===== src/rtl/seq_gen_pkg.sv =====
// Shared constants for the serial pattern transmitter: FSM encodings and the default
// pattern that the 1110010 detector bench also relies on.
package seq_gen_pkg;

  localparam logic [1:0] StIdle = 2'b00;
  localparam logic [1:0] StSend = 2'b01;
  localparam logic [1:0] StGap  = 2'b10;
  localparam logic [1:0] StDone = 2'b11;

  localparam int unsigned DefLen     = 7;
  localparam logic [6:0]  DefPattern = 7'b1110010;
  localparam int unsigned DefCntW    = 4;
  localparam int unsigned DefGapW    = 3;

endpackage


===== src/rtl/seq_shreg.sv =====
// LEN-bit left-shifting register with synchronous load (priority over shift),
// asynchronous active-low clear and an MSB tap.
module seq_shreg #(
  parameter int unsigned LEN = 7
) (
  input  logic           clk,
  input  logic           rst,
  input  logic           load,
  input  logic           shift,
  input  logic [LEN-1:0] din,
  output logic           msb
);

  logic [LEN-1:0] data_q;

  always_ff @(posedge clk or negedge rst) begin
    if (!rst) begin
      data_q <= '0;
    end else if (load) begin
      data_q <= din;
    end else if (shift) begin
      data_q <= {data_q[LEN-2:0], 1'b0};
    end
  end

  assign msb = data_q[LEN-1];

endmodule


===== src/rtl/seq_gen.sv =====
// Serial pattern transmitter: sends PATTERN MSB-first, reps times, with gap idle cycles
// between frames. Outputs are registered, so they trail the FSM state by one cycle.
module seq_gen
  import seq_gen_pkg::*;
#(
  parameter int unsigned    LEN     = DefLen,
  parameter logic [LEN-1:0] PATTERN = DefPattern,
  parameter int unsigned    CNT_W   = DefCntW,
  parameter int unsigned    GAP_W   = DefGapW
) (
  input  logic             clk,
  input  logic             rst,
  input  logic             start,
  input  logic [CNT_W-1:0] reps,
  input  logic [GAP_W-1:0] gap,
  output logic             out,
  output logic             valid,
  output logic             busy,
  output logic             done
);

  localparam int unsigned BitW = $clog2(LEN);

  logic [1:0]       state_q, state_d;
  logic [CNT_W-1:0] frame_cnt_q, frame_cnt_d;
  logic [GAP_W-1:0] gap_len_q, gap_len_d;
  logic [GAP_W-1:0] gap_cnt_q, gap_cnt_d;
  logic [BitW-1:0]  bit_cnt_q, bit_cnt_d;
  logic             sh_load, sh_shift, sh_msb;
  logic             last_bit;

  seq_shreg #(
    .LEN (LEN)
  ) u_shreg (
    .clk   (clk),
    .rst   (rst),
    .load  (sh_load),
    .shift (sh_shift),
    .din   (PATTERN),
    .msb   (sh_msb)
  );

  always_comb begin
    state_d     = state_q;
    frame_cnt_d = frame_cnt_q;
    gap_len_d   = gap_len_q;
    gap_cnt_d   = gap_cnt_q;
    bit_cnt_d   = bit_cnt_q;
    sh_load     = 1'b0;
    sh_shift    = 1'b0;
    last_bit    = (bit_cnt_q == BitW'(LEN - 1));

    unique case (state_q)
      StIdle: begin
        if (start && (reps != '0)) begin
          frame_cnt_d = reps;
          gap_len_d   = gap;
          bit_cnt_d   = '0;
          sh_load     = 1'b1;
          state_d     = StSend;
        end
      end
      StSend: begin
        sh_shift  = 1'b1;
        bit_cnt_d = bit_cnt_q + 1'b1;
        if (last_bit) begin
          // Explicit clear: LEN need not be a power of two.
          bit_cnt_d   = '0;
          frame_cnt_d = frame_cnt_q - 1'b1;
          if (frame_cnt_q == CNT_W'(1)) begin
            state_d = StDone;
          end else if (gap_len_q == '0) begin
            sh_load = 1'b1;
          end else begin
            gap_cnt_d = gap_len_q;
            state_d   = StGap;
          end
        end
      end
      StGap: begin
        gap_cnt_d = gap_cnt_q - 1'b1;
        if (gap_cnt_q == GAP_W'(1)) begin
          sh_load = 1'b1;
          state_d = StSend;
        end
      end
      StDone: begin
        state_d = StIdle;
      end
      default: begin
        state_d = StIdle;
      end
    endcase
  end

  always_ff @(posedge clk or negedge rst) begin
    if (!rst) begin
      state_q     <= StIdle;
      frame_cnt_q <= '0;
      gap_len_q   <= '0;
      gap_cnt_q   <= '0;
      bit_cnt_q   <= '0;
    end else begin
      state_q     <= state_d;
      frame_cnt_q <= frame_cnt_d;
      gap_len_q   <= gap_len_d;
      gap_cnt_q   <= gap_cnt_d;
      bit_cnt_q   <= bit_cnt_d;
    end
  end

  always_ff @(posedge clk or negedge rst) begin
    if (!rst) begin
      out   <= 1'b0;
      valid <= 1'b0;
      busy  <= 1'b0;
      done  <= 1'b0;
    end else begin
      out   <= (state_q == StSend) && sh_msb;
      valid <= (state_q == StSend);
      busy  <= (state_q == StSend) || (state_q == StGap);
      done  <= (state_q == StDone);
    end
  end

endmodule


===== config.mk =====
export PLATFORM = sky130hd
export DESIGN_NAME = seq_gen
export DESIGN_NICKNAME = d
export VERILOG_FILES = /design/src/rtl/seq_gen_pkg.sv /design/src/rtl/seq_shreg.sv /design/src/rtl/seq_gen.sv
export SDC_FILE = /design/constraint.sdc
export NUM_CORES = 1
export LEC_CHECK = 0
export BUFFER_PORTS_ARGS = -buffer_cell sky130_fd_sc_hd__buf_2
export CORE_MARGIN = 1.5
export CORE_UTILIZATION = 40
export CTS_BUF_LIST = sky130_fd_sc_hd__clkbuf_8
export DETAILED_ROUTE_END_ITERATION = 8
export GPL_TIMING_DRIVEN = 0
export PLACE_DENSITY = 0.64
export SYNTH_ARGS = -nofsm -noshare
export SYNTH_HDL_FRONTEND = slang
export SYNTH_SLANG_ARGS = --single-unit

===== constraint.sdc =====
create_clock -name clk -period 1.9 [get_ports clk]
set_clock_uncertainty 0.1 [all_clocks]
set_input_delay 0.095 -clock clk [delete_from_list [all_inputs] [get_ports clk]]
set_output_delay 0.095 -clock clk [all_outputs]
set_load 0.05 [all_outputs]

After elaboration in Yosys (flattened, before gate mapping)
Index checks and enable logic that the tools add are counted.
{ "op_classes": {"reduce_logical": 14, "n_eq_ne": 12, "addsub": 3, "n_mux": 25} }
{ "ops": {"columns": ["operator", "n"], "rows": [
  ["two-way mux 3 bit", 5],
  ["two-way mux 7 bit", 2],
  ["case mux 3 bit (2 select lines)", 2],
  ["two-way mux 2 bit", 5],
  ["inequality test 2 bit, second input constant", 5],
  ["two-way mux 4 bit", 2],
  ["case mux 2 bit (4 select lines)", 1],
  ["case mux 4 bit (2 select lines)", 1],
  ["AND reduction 4 bit", 2],
  ["two-way mux 1 bit", 6],
  ["nonzero test 2 bit", 3],
  ["equality test 2 bit, second input constant", 2],
  ["equality test 4 x 1 -> 1 bit, second input constant", 1],
  ["AND reduction 2 bit", 2],
  ["nonzero test 4 bit", 1],
  ["subtractor 4 x 1 -> 4 bit, second input constant", 1],
  ["adder 3 x 1 -> 3 bit, second input constant", 1],
  ["equality test 3 x 1 -> 1 bit, second input constant", 1],
  ["equality test 3 bit, second input constant", 1],
  ["logical NOT 3 bit", 1],
  ["inequality test 3 bit, second input constant", 1],
  ["case mux 1 bit (3 select lines)", 1],
  ["AND reduction 3 bit", 1],
  ["subtractor 3 x 1 -> 3 bit, second input constant", 1],
  ["other kinds (4)", 5]
]} }
{ "word_totals": {"register_bits": 26, "inputBits": 10, "output_inout_bits": 4} }

Logic depth before layout (Yosys ltp)
{ "depth": {"depth_word": 6, "ltp_mapped": 7, "mapped_depth_nobuf": 6} }

Hierarchy
Synthesis repeated with hierarchy kept, for this count alone.
{ "unflattened": {"hier_cells": 154, "hier_area_um2": 1495.2} }
{ "modules_own_cells": {"columns": ["module", "area_per_inst_um2", "n_inst", "cells_per_inst"], "rows": [
  ["seq_gen", 1173.6, 1, 124],
  ["seq_shreg", 321.6, 1, 30]
]} }

Least setup slack after synthesis
No wires, ideal clock.
{ "synth_timing": {"path_kind": "flip-flop to flip-flop", "startpoint": "register state_q[1]", "endpoint": "register u_shreg.data_q[2]", "setup_time_ps": 127, "arrival_time_ps": 1545, "path_buffers": 0, "path_slack_ps": 128, "period_less_slack_ps": 1772, "stages_incl_launch_ff": 7, "path_cell_list": "dfrtp_1 -> inv_1 -> ha_1 -> nor4b_2 -> nand3_1 -> a31oi_1 -> nor2_1"} }
{ "synth_between": {"elab_chain_cells": 3} }
{ "synth_lines": {"columns": ["element", "line", "text"], "rows": [
  ["from (decl)", "seq_gen.sv:24", "logic [1:0] state_q, state_d;"],
  ["from (signal assigned)", "seq_gen.sv:98", "state_q <= StIdle;"],
  ["from (signal assigned)", "seq_gen.sv:104", "state_q <= state_d;"],
  ["equality test 2 x 1 -> 1 bit", "seq_gen.sv:53", "unique case (state_q)"],
  ["two-way mux 1 bit", "seq_gen.sv:53", null],
  ["via sh_shift", "seq_gen.sv:29", "logic sh_load, sh_shift, sh_msb;"],
  ["nonzero test 2 bit (no line)", null, null],
  ["to (signal assigned)", "seq_shreg.sv:20", "data_q <= din;"],
  ["to (signal assigned)", "seq_shreg.sv:22", "data_q <= {data_q[LEN-2:0], 1'b0};"],
  ["to (decl)", "seq_shreg.sv:14", "logic [LEN-1:0] data_q;"]
]} }
The timed path passes the listed nets, and every way through them passes these cells.
A chain may end at the register's enable or synchronous reset.

Final worst setup path
{ "layout_timing": {"startpoint": "register state_q[1]", "endpoint": "register state_q[0]"} }
{ "layout_between": {"elab_chain_cells": 3} }
{ "layout_lines": {"columns": ["element", "line"], "rows": [
  ["equality test 2 x 1 -> 1 bit (tied with other cells)", "seq_gen.sv:53"],
  ["inequality test 3 bit (no line) or inequality test 2 bit (tied branches)", null],
  ["AND reduction 4 bit (no line)", null]
]} }
Parallel ways exist; a longest one is shown, timed or not.

==> results.md <==
- Total power: 2.691 mW
- Clock-pin slew on the worst setup and hold paths: 0.09 ns
- Status: finished clean
- Hold path startpoint: reps[0]
- CP Launch Type: flip-flop
- Post-synth EDFFs: 0
- Post-Syn Instances: 138
- Syn Nets: 156
- Vias per cell: 5.361
- Worst r2r dst: state_q[0]$_DFFE_PN0P_
- Worst Path Arrival: 1.89 ns
- Worst skew pair latency: 0.27 ns
- Tmin final: around 1.8 ns
- Post-synthesis sequential area ratio: 0.4344
- Initial antenna violation count: 0
- # diodes: 0
- Mux cell area share after synthesis: 0.09296
- Min-Delay Path Depth: 2
- Critical path start-end classification: reg -> reg
- Synth Area per Inst: 10.44 um^2
- Largest net degree at the start of global routing: 26
- Synthesized cell area: ~1400 um^2
- CTS tree: done
- Gpl congestion: ~0.83
- Vias: 1115
- CP endpoint kind: flip-flop
- Yosys top cell area share: 0.4344
- First-pass GRT wire length: 4933 um
- I/O Pins: 14
- CTS buffer count: 3
- Core Region: 3390 um^2
- Root buf cell: clkbuf_8
- Worst Setup SP: state_q[1]$_DFFE_PN0P_
- Slew of the pin with the lowest slew margin: 0.5611 ns
- H-Tree Depth: 1
- Relative slew slack: 0.6259
- TritonRoute pass-1 iters: 4
- Worst-case clock buffer depth: 2
- Critical R2R Launch: state_q[1]$_DFFE_PN0P_
- Final setup violation count: 0
- Hold crit path type: in -> reg
- Layout cells sized above 1: 0.2593
- Asr flop ratio synth: 1.000
- Xor and xnor area share after synthesis: 0.006082
- ANT nets after route: 0
- Area Overhead vs Synth: 18.07%
- Worst endpoint required time: 1.98 ns
- CP Max Fanout: 6
- Average routed wire per standard cell: 13.69 um
- DRC Markers: 0
- Number of global-route vias before repair: 1080
- Complex-gate fraction of the synthesized area: 0.1781
- Slew Limit Fails: 0
- Fmax: ~550 MHz
- Synth Warn #: 0
- Die Y: 63 um
- Starting density of the core: 0.4249
- Final #Nets: 181
- Die area: 3969 um^2
- Post-Synth Adder-Cell Area: 0.06950
- HPWL reported at the end of detailed placement: ~2000 um
- Largest area contributor in the netlist: dfrtp_1
- Setup TNS: 0 ns
- P_leak: 0.8287 nW
- Post-Synth Simple-Gate Area: 0.1694
- Starting DRT DRC Count: 75
- Fillers: between 300 and 400
- Main flop type after synthesis: dfrtp_1
- WHS Endpoint: frame_cnt_q[0]$_DFFE_PN0P_
- FF-to-FF path depth: 6
- Largest family of logic cells by synthesized area: compound AO/OA/AOI/OAI gates
- Synth area leaders: dfrtp_1 (43%), ha_1 (7.0%), mux2i_1 (7.0%)
- Final hold vios: 0
- R2r setup slk: approximately 0.094 ns
- #FFs+latches synth: 25
- GRT Total Usage: 0.1560
- GRT overflow: 0
- Max Cap Viol: 0
- Maximum vdd drop: 0.0007043 V
- Post-synth cell types: 44
- Port Buffers: 13
- Clock sinks: 25
- Row cnt: 21
- Final wirelength: 2848 um
- Fin crit share: 0.9506
- Power Density: around 1600 nW/um^2
- DIE WIDTH: 63 um
-- Yosys cell counts (all sizes together) (2+ instances only) --
cell type,instances
and2,4
dfrtp,25
clkbuf,3
a22o,3
a31oi,2
nor2,4
nand2,9
mux2i,10
o21ai,2
or3b,2
mux2,3
o22ai,2
inv,11
nand2b,4
nand3,9
buf,4
nand3b,2
a22oi,3
a21oi,7
a31o,2
ha,8
-- metrics by stage --
step                      area [um^2]  utilization  hold WS, ns  std cells  setup WS, ns
after detailed placement         1563       0.4611      0.02391        197       -0.2276
after floorplan                  1440            -      -0.3006        138        0.1277
final                            1700       0.5017      0.02103        208       0.09394
after global routing             1700       0.5017      0.02631        208     -0.009414
after CTS                        1667       0.4917      0.02212        206       0.01163
after global placement           1563       0.4611      0.01024        197       -0.2032
-- worst max path at each step --
stage	cells after the start	slack [ns]	to
final	6	0.09	state_q[0]$_DFFE_PN0P_
after global routing	6	-0.009	state_q[0]$_DFFE_PN0P_
after CTS	6	0.01	frame_cnt_q[0]$_DFFE_PN0P_
after detailed placement	6	-0.23	u_shreg.data_q[2]$_DFFE_PN0P_
after global placement	6	-0.20	u_shreg.data_q[2]$_DFFE_PN0P_
after floorplan	6	0.13	u_shreg.data_q[2]$_DFFE_PN0P_
-- cell usage in the layout (no fill, tap or decap), types with 2 or more instances in the layout --
master,count
a31o_2,2
o22ai_1,2
o21ai_0,2
dlygate4sd3_1,4
a22oi_2,2
or3b_1,2
inv_1,12
buf_4,4
and2_1,2
nor2_1,4
a22o_1,3
mux2_2,3
ha_1,6
nand2b_1,4
a21oi_1,7
nand2_1,9
mux2i_1,10
dfrtp_1,25
ha_2,2
nand3_1,9
nand3b_1,2
clkbuf_2,2
clkbuf_8,3
buf_2,16
-- worst max-delay path, cell delays in order (launching register included) --
cell and delay, ns:
dfrtp_1 0.42, inv_1 0.11, ha_2 0.25, nor4b_4 0.30, nand3b_1 0.22, o32ai_1 0.12
a221oi_2 0.21
-- power breakdown --
group | switching [mW] | internal [mW]
Clock | 0.165 | 0.145
Sequential | 0.204 | 0.775
Combinational | 0.774 | 0.629
Total | 1.14 | 1.55
-- flip-flops by register name (all words and copies together) (netlist names) --
name            flops
u_shreg.data_q      6
frame_cnt_q         4
bit_cnt_q           3
gap_cnt_q           3
gap_len_q           3
state_q             2
busy                1
done                1
out                 1
valid               1
-- cell type report --
| class | count | area (um^2) | area share |
|---|---|---|---|
| plain buffers | 6 | 32.53 | 0.01913 |
| clock buffers | 3 | 41.29 | 0.02428 |
| clock inverters | 1 | 3.754 | 0.002208 |
| inverters | 11 | 41.29 | 0.02428 |
| multi-input cells | 95 | 763.2 | 0.4489 |
| flip-flops and latches | 25 | 625.6 | 0.3679 |
| well taps | 46 | 57.56 | 0.03385 |
| repair buffers | 21 | 135.1 | 0.07947 |
-- cells by family after synthesis --
kind of cell    count (synthesis)
buf+inv                        18
simple gates                   42
xor+xnor                        1
flops                          25
compound gates                 31
mux                            13
fa+ha+maj                       8
-- layer usage --
layer  global-route usage  vias to the layer above  routed length, um
met5                    0                        -                  0
met4              0.05556                        0                 42
met3              0.03964                        6                111
met2               0.2487                       18               1349
met1               0.2046                      550               1345
li1                     -                      541                  -
-- what timing repair did --
| item | 4_1_cts | 5_1_grt |
|---|---|---|
| buffers inserted | 1 | 3 |
| hold buffers | 4 | 0 |
| endpoints found under the setup margin | 15 | 17 |
| endpoints found under the hold margin | 28 | 0 |
| pin swaps | 0 | 1 |
| cloned | 0 | 0 |
| gates resized for setup | 3 | 6 |
No activity file was read; power rests on OpenSTA's default activity.
